$ cat src/rtl/gpio_irq_ctrl_if.sv
// Register bus between a core-side master and the GPIO interrupt controller.
// Handshake: no ready/backpressure; each cycle with bus_valid high is one complete access,
// and a read answers with a one-cycle bus_rvalid pulse alongside bus_rdata on the next cycle.
interface gpio_irq_ctrl_if #(
    parameter int WIDTH = 8
);
    logic             bus_valid;
    logic             bus_we;
    logic [2:0]       bus_addr;
    logic [WIDTH-1:0] bus_wdata;
    logic [WIDTH-1:0] bus_rdata;
    logic             bus_rvalid;

    modport master (
        output bus_valid, bus_we, bus_addr, bus_wdata,
        input  bus_rdata, bus_rvalid
    );

    modport slave (
        input  bus_valid, bus_we, bus_addr, bus_wdata,
        output bus_rdata, bus_rvalid
    );
endinterface

$ cat src/rtl/gpio_irq_ctrl.sv
// Parametrised GPIO block: output/direction registers, atomic set/clear, synchronised input
// readback and per-pin edge detection with sticky W1C status driving a level interrupt.
module gpio_irq_ctrl #(
    parameter int WIDTH       = 8,
    parameter int SYNC_STAGES = 2
) (
    input  logic               clk,
    input  logic               rst_n,
    gpio_irq_ctrl_if.slave     bus,
    input  logic [WIDTH-1:0]   gpio_in,
    output logic [WIDTH-1:0]   gpio_out,
    output logic [WIDTH-1:0]   gpio_oe,
    output logic               irq
);
    localparam logic [2:0] ADDR_OUT     = 3'd0;
    localparam logic [2:0] ADDR_DIR     = 3'd1;
    localparam logic [2:0] ADDR_IN      = 3'd2;
    localparam logic [2:0] ADDR_RISE_EN = 3'd3;
    localparam logic [2:0] ADDR_FALL_EN = 3'd4;
    localparam logic [2:0] ADDR_STATUS  = 3'd5;
    localparam logic [2:0] ADDR_SET     = 3'd6;
    localparam logic [2:0] ADDR_CLR     = 3'd7;

    logic [WIDTH-1:0] out_q;
    logic [WIDTH-1:0] dir_q;
    logic [WIDTH-1:0] rise_en_q;
    logic [WIDTH-1:0] fall_en_q;
    logic [WIDTH-1:0] status_q;
    logic [WIDTH-1:0] sync_q [SYNC_STAGES];
    logic [WIDTH-1:0] prev_q;
    logic [WIDTH-1:0] rdata_q;
    logic             rvalid_q;

    logic             wr_en;
    logic             rd_en;
    logic [WIDTH-1:0] sync_val;
    logic [WIDTH-1:0] edge_evt;
    logic [WIDTH-1:0] w1c_mask;
    logic [WIDTH-1:0] rd_mux;

    assign wr_en    = bus.bus_valid && bus.bus_we;
    assign rd_en    = bus.bus_valid && !bus.bus_we;
    assign sync_val = sync_q[SYNC_STAGES-1];

    // Pads are sampled regardless of DIR, so driven pins loop back into edge detection.
    assign edge_evt = (sync_val & ~prev_q & rise_en_q) | (~sync_val & prev_q & fall_en_q);
    assign w1c_mask = (wr_en && bus.bus_addr == ADDR_STATUS) ? bus.bus_wdata : '0;

    always_comb begin
        rd_mux = '0;
        case (bus.bus_addr)
            ADDR_OUT:     rd_mux = out_q;
            ADDR_DIR:     rd_mux = dir_q;
            ADDR_IN:      rd_mux = sync_val;
            ADDR_RISE_EN: rd_mux = rise_en_q;
            ADDR_FALL_EN: rd_mux = fall_en_q;
            ADDR_STATUS:  rd_mux = status_q;
            default:      rd_mux = '0;
        endcase
    end

    always_ff @(posedge clk or negedge rst_n) begin
        if (!rst_n) begin
            for (int i = 0; i < SYNC_STAGES; i++) sync_q[i] <= '0;
            prev_q <= '0;
        end else begin
            sync_q[0] <= gpio_in;
            for (int i = 1; i < SYNC_STAGES; i++) sync_q[i] <= sync_q[i-1];
            prev_q <= sync_val;
        end
    end

    always_ff @(posedge clk or negedge rst_n) begin
        if (!rst_n) begin
            out_q     <= '0;
            dir_q     <= '0;
            rise_en_q <= '0;
            fall_en_q <= '0;
        end else if (wr_en) begin
            case (bus.bus_addr)
                ADDR_OUT:     out_q     <= bus.bus_wdata;
                ADDR_DIR:     dir_q     <= bus.bus_wdata;
                ADDR_RISE_EN: rise_en_q <= bus.bus_wdata;
                ADDR_FALL_EN: fall_en_q <= bus.bus_wdata;
                ADDR_SET:     out_q     <= out_q | bus.bus_wdata;
                ADDR_CLR:     out_q     <= out_q & ~bus.bus_wdata;
                default:      ;
            endcase
        end
    end

    // A new event on a bit wins over a simultaneous W1C of that bit.
    always_ff @(posedge clk or negedge rst_n) begin
        if (!rst_n) status_q <= '0;
        else        status_q <= (status_q & ~w1c_mask) | edge_evt;
    end

    always_ff @(posedge clk or negedge rst_n) begin
        if (!rst_n) begin
            rdata_q  <= '0;
            rvalid_q <= 1'b0;
        end else begin
            rvalid_q <= rd_en;
            if (rd_en) rdata_q <= rd_mux;
        end
    end

    assign bus.bus_rdata  = rdata_q;
    assign bus.bus_rvalid = rvalid_q;
    assign gpio_out       = out_q;
    assign gpio_oe        = dir_q;
    assign irq            = |status_q;
endmodule

$ cat src/flat_wrapper.sv
// flat-port wrapper written by rule: the top's interface ports become plain ports
module gpio_irq_ctrl_flat 
#(
    parameter int WIDTH       = 8,
    parameter int SYNC_STAGES = 2
)
  (clk, rst_n, gpio_in, gpio_out, gpio_oe, irq, bus_bus_valid, bus_bus_we, bus_bus_addr, bus_bus_wdata, bus_bus_rdata, bus_bus_rvalid);
  gpio_irq_ctrl_if #(.WIDTH(WIDTH)) bus_i ();
  input  logic clk;
  input  logic rst_n;
  input  logic [WIDTH-1:0] gpio_in;
  output logic [WIDTH-1:0] gpio_out;
  output logic [WIDTH-1:0] gpio_oe;
  output logic irq;
  input wire logic [$bits(bus_i.bus_valid)-1:0] bus_bus_valid;
  input wire logic [$bits(bus_i.bus_we)-1:0] bus_bus_we;
  input wire logic [$bits(bus_i.bus_addr)-1:0] bus_bus_addr;
  input wire logic [$bits(bus_i.bus_wdata)-1:0] bus_bus_wdata;
  output wire logic [$bits(bus_i.bus_rdata)-1:0] bus_bus_rdata;
  output wire logic [$bits(bus_i.bus_rvalid)-1:0] bus_bus_rvalid;
  assign bus_i.bus_valid = bus_bus_valid;
  assign bus_i.bus_we = bus_bus_we;
  assign bus_i.bus_addr = bus_bus_addr;
  assign bus_i.bus_wdata = bus_bus_wdata;
  assign bus_bus_rdata = bus_i.bus_rdata;
  assign bus_bus_rvalid = bus_i.bus_rvalid;
  gpio_irq_ctrl #(.WIDTH(WIDTH), .SYNC_STAGES(SYNC_STAGES)) u_core (.clk(clk), .rst_n(rst_n), .bus(bus_i), .gpio_in(gpio_in), .gpio_out(gpio_out), .gpio_oe(gpio_oe), .irq(irq));
endmodule
$ cat config.mk
export PLATFORM = sky130hd
export DESIGN_NAME = gpio_irq_ctrl_flat
export DESIGN_NICKNAME = d
export VERILOG_FILES = /design/src/rtl/gpio_irq_ctrl_if.sv /design/src/rtl/gpio_irq_ctrl.sv /design/src/flat_wrapper.sv
export SDC_FILE = /design/constraint.sdc
export NUM_CORES = 1
export LEC_CHECK = 0
export ABC_AREA = 1
export BUFFER_PORTS_ARGS = -buffer_cell sky130_fd_sc_hd__buf_2
export CAP_MARGIN = 20
export CORE_ASPECT_RATIO = 1.5
export CORE_UTILIZATION = 55
export DETAILED_ROUTE_END_ITERATION = 10
export GPL_TIMING_DRIVEN = 0
export PLACE_DENSITY = 0.78
export SLEW_MARGIN = 20
export SYNTH_ARGS = -nofsm -noshare
export SYNTH_HDL_FRONTEND = slang
export SYNTH_SLANG_ARGS = --single-unit
$ cat constraint.sdc
create_clock -name clk -period 1.3 [get_ports clk]
set_input_delay 0 -clock clk [delete_from_list [all_inputs] [get_ports clk]]
set_output_delay 0 -clock clk [all_outputs]
set_load 0.05 [all_outputs]
[Yosys cells after proc, flatten, opt, wreduce, memory -nomap -nowiden]
Index checks and enable logic that the tools add are counted.
Word-level totals
  bits in registers: 73
  latch bits: 0
  memory bits (writable): 0
  ROM bits: 0
  logic and storage cells: 44
  memories kept: 0
Operators by class
  $add $sub $neg: 0
  multiply operators: 0
  div/mod/pow operators: 0
  $lt $le $gt $ge: 0
  equal/unequal tests: 7
  shifts and indexed selects: 0
  muxes and demuxes: 3
  bitwise operators: 13
  reductions and logical operators: 11
Operator list (number)
  $and 8x8->8: 6
  $pmux 8 s6: 1
  $not 8->8: 4
  $or 8x8->8: 3
  $pmux 8 s3: 1
  $eq 3x3->1 const B: 4
  $mux 8: 1
  $reduce_and 2->1: 4
  $reduce_or 8->1: 1
  $eq 3x2->1 const B: 2
  $eq 3x1->1 const B: 1
  $logic_and 1x1->1: 3
  $logic_not 3->1: 1
  $reduce_bool 3->1: 1
  $logic_not 1->1: 1

[Logic depth before layout (Yosys ltp)]
  word-level depth: 6
  mapped depth: 8
  mapped depth without buffers: 7

[Worst setup path after synthesis]
No wires, ideal clock.
  path kind: reg2reg
  start point: register u_core.dir_q[1] (netlist: u_core.gpio_oe[1])
  end point: register u_core.rdata_q[1] (netlist: u_core.bus.bus_rdata[1])
  setup time: 0.077 ns
  arrival: 0.982 ns
  data required time: 1.223 ns
  path slack: 0.240 ns
  cell stages (with the launch flop): 5
  buffers on the path: 0
  clock period less this slack: 1.060 ns
  cells stage by stage: dfrtp_1 nand4_1 nand2_1 nor2_1 a21oi_1
Between the ends
  cells in the longest elaborated chain, start to end: 1
RTL lines
  start, declared: RTL line gpio_irq_ctrl.sv:25  | logic [WIDTH-1:0] dir_q;
  start signal, assigned: RTL line gpio_irq_ctrl.sv:82  | ADDR_DIR: dir_q <= bus.bus_wdata;
  $pmux 8 s6: RTL line gpio_irq_ctrl.sv:51  | case (bus.bus_addr)
  end signal, assigned: RTL line gpio_irq_ctrl.sv:104  | if (rd_en) rdata_q <= rd_mux;
  end, declared: RTL line gpio_irq_ctrl.sv:31  | logic [WIDTH-1:0] rdata_q;
No other way between the ends.
A chain may end at the register's enable or synchronous reset.

[Final worst setup path]
  start point: register u_core.status_q[7]
  end point: output irq
Between the ends
  cells in the longest elaborated chain, start to end: 1
RTL lines
  start, declared: RTL line gpio_irq_ctrl.sv:28  | logic [WIDTH-1:0] status_q;
  start signal, assigned: RTL line gpio_irq_ctrl.sv:95  | else status_q <= (status_q & ~w1c_mask) | edge_evt;
  $reduce_or 8->1: RTL line gpio_irq_ctrl.sv:112  | assign irq = |status_q;
  end, declared: RTL line flat_wrapper.sv:14  | output logic irq;
No other way between the ends.

==> reports/qor.csv <==
metric,value,unit
die_area,6100,um2
fin_ws,-55.9,ps
drt_wl_total,7860,um
wl_per_cell,15.5,um
final_cells,507,
nets,455,
worstPathRequired,1300,ps
grt_max_degree,41,
syn_nets,376,
area_growth,24.1,%
drive_above_1_share,21.7,%
fin_skew,7.21,ps
crit_type,flip-flop to primary output,
post-route-period-util,104,%
start_util,57.5,%
layout_min_cycle_time,1360,ps
slew_violations,0,
synth-edff-count,0,
dp_hpwl,5440,um
ys_seq_area_share,57.4,%
status,finished with violations,
setup_viol,1,
numPortBuffers,48,
rsz0062_at_grt,true,
final_cell_mix,"nand2_1 (82), dfrtp_1 (73), buf_2 (56), nor2_1 (42), nand4_1 (33)",
worstSkewPairLatency,360,ps
crit_fanout,2,
cellPowerDensity,1570,nW/um2
drtIter0Drc,229,
synthArstFlopShare,100,%
htree_levels,3,
hold_ws,50.0,ps
grt_pass1_wl,12700,um
min_path_type,primary input to flip-flop,
crit_path_start,u_core.status_q[7]$_DFF_PN0_,
netlist_area,3180,um2
leakage,1.96,nW
cts_buffer_depth,2,
yosysWarnings,0,
hold_viol_final,0,
worstPathArrival,1360,ps
avgSynthCellArea,9.02,um2
viasPerCell,5.52,
fin_setup_tns,-55.9,ps
grt_usage,28.6,%
root_buffer,clkbuf_8,
synthFlopType,dfrtp_1,
synthCells,353,
stdcell_area,3950,um2
failed_checks,setup timing,
fin_util,71.4,%
antenna_left,0,
grt_pass1_vias,2665,
cts_sinks,73,
drc,0,
hold_path_startpoint,bus_bus_we,
ir_drop,1.00,mV
worstReg2RegStart,u_core.status_q[7]$_DFF_PN0_,
start_kind,flip-flop,
pin_count,49,
final_common_cell,nand2_1,
die_w,64.1,um
critPathCaptureType,primary output,
synth_cell_types,24,
grt_remaining_overflow,0,
dr_total_vias,2797,
slew_headroom,67.3,%
ys_ff_latch,73,
drv_cap,0,
gp_congestion,0.886,
drt-pass1-iter-count,5,
antenna_cells,0,
path_clk_slew,70,ps
cts_tree,built,
grt_antenna_before_repair,0,
dp_cells,472,
core_area,5530,um2
fmax,738,MHz
cts_buffers,9,
tightest_slew,491,ps
placementRows,33,
postPlaceCellArea,3530,um2
die_h,95.2,um
[logic make-up after synthesis]
kind of cell	after synthesis	synth area share [%]
AND/OR/NAND/NOR	185	27.8
flip-flops	73	57.4
AO/OA/AOI/OAI	55	8.92
buffers and inverters	40	5.94
[through the flow]
step                setup WS [ps]  total power [mW]
finish                      -55.9              6.21
detailed placement           57.8              4.22
CTS                         -58.4              6.23
floorplan                     240              3.79
global route                 -121              6.50
global placement             -130              4.17
[path summary, 6_finish.rpt]
kind	to	slack (ps)	depth (start not counted)
max reg2reg	u_core.bus.bus_rdata[7]$_DFFE_PN0P_	310	5
max	irq	-60	3
min reg2reg	u_core.sync_val[3]$_DFF_PN0_	350	0
min in group asynchronous	u_core.gpio_out[0]$_DFFE_PN0P_	120	2
max in group asynchronous	u_core.sync_val[4]$_DFF_PN0_	620	3
min	u_core.bus.bus_rvalid$_DFF_PN0_	50	3
[final cells by class]
cell class / count / area (um2)
Multi-Input combinational cell: 240 / 1170
Clock buffer: 11 / 141
Inverter: 24 / 90.1
Tap cell: 70 / 87.6
Timing Repair Buffer: 68 / 454
Clock inverter: 5 / 78.8
Sequential cell: 73 / 1830
Buffer: 16 / 98.8
Fill cell: 446 / 1580
[critical path, cell delays in order (launching register included)]
cell and delay, ps:
dfrtp_1 400, nor4_2 290, nand2_1 140, buf_6 180
[synthesized netlist by cell type, types with 3 or more instances]
master / number / share of area (%)
buf_2: 10 / 1.6
buf_4: 3 / 0.71
a31oi_1: 7 / 1.4
o21ai_1: 26 / 4.1
a21oi_1: 8 / 1.3
o21ai_0: 14 / 2.2
dfrtp_1: 73 / 57
nor2_1: 42 / 5.0
inv_2: 4 / 0.47
nand2_1: 82 / 9.7
nand4_1: 33 / 6.5
inv_1: 20 / 2.4
nand3_1: 16 / 2.5
[per-layer routing]
layer / track usage, % / wire [um] / vias up / part of all wire [%]
met1: 35.0 / 3320 / 1305 / 42
li1: - / - / 1348 / -
met2: 46.1 / 3950 / 123 / 50
met3: 7.18 / 421 / 21 / 5.4
met5: 0 / 0 / - / 0
met4: 16.5 / 173 / 0 / 2.2
[what timing repair did]
item / 4_1_cts / 5_1_grt
gates resized for setup: 3 / 0
hold buffers: 17 / 0
endpoints found under the setup margin: 1 / 1
pin swaps: 1 / 0
setup buffers: 2 / 0
hold endpoints to repair: 103 / 0
[power by group]
| group | internal (mW) | switching (mW) |
|---|---|---|
| sequential | 2.59 | 0.250 |
| combinational | 0.395 | 1.01 |
| clock | 1.13 | 0.833 |
[flip-flops by register name, indices dropped and copies added (netlist names)]
signal,cells
u_core.bus.bus_rdata,8
u_core.bus.bus_rvalid,1
u_core.fall_en_q,8
u_core.gpio_oe,8
u_core.gpio_out,8
u_core.prev_q,8
u_core.rise_en_q,8
u_core.status_q,8
u_core.sync_q,8
u_core.sync_val,8
Note: power is estimated with default switching activity, not from simulation.
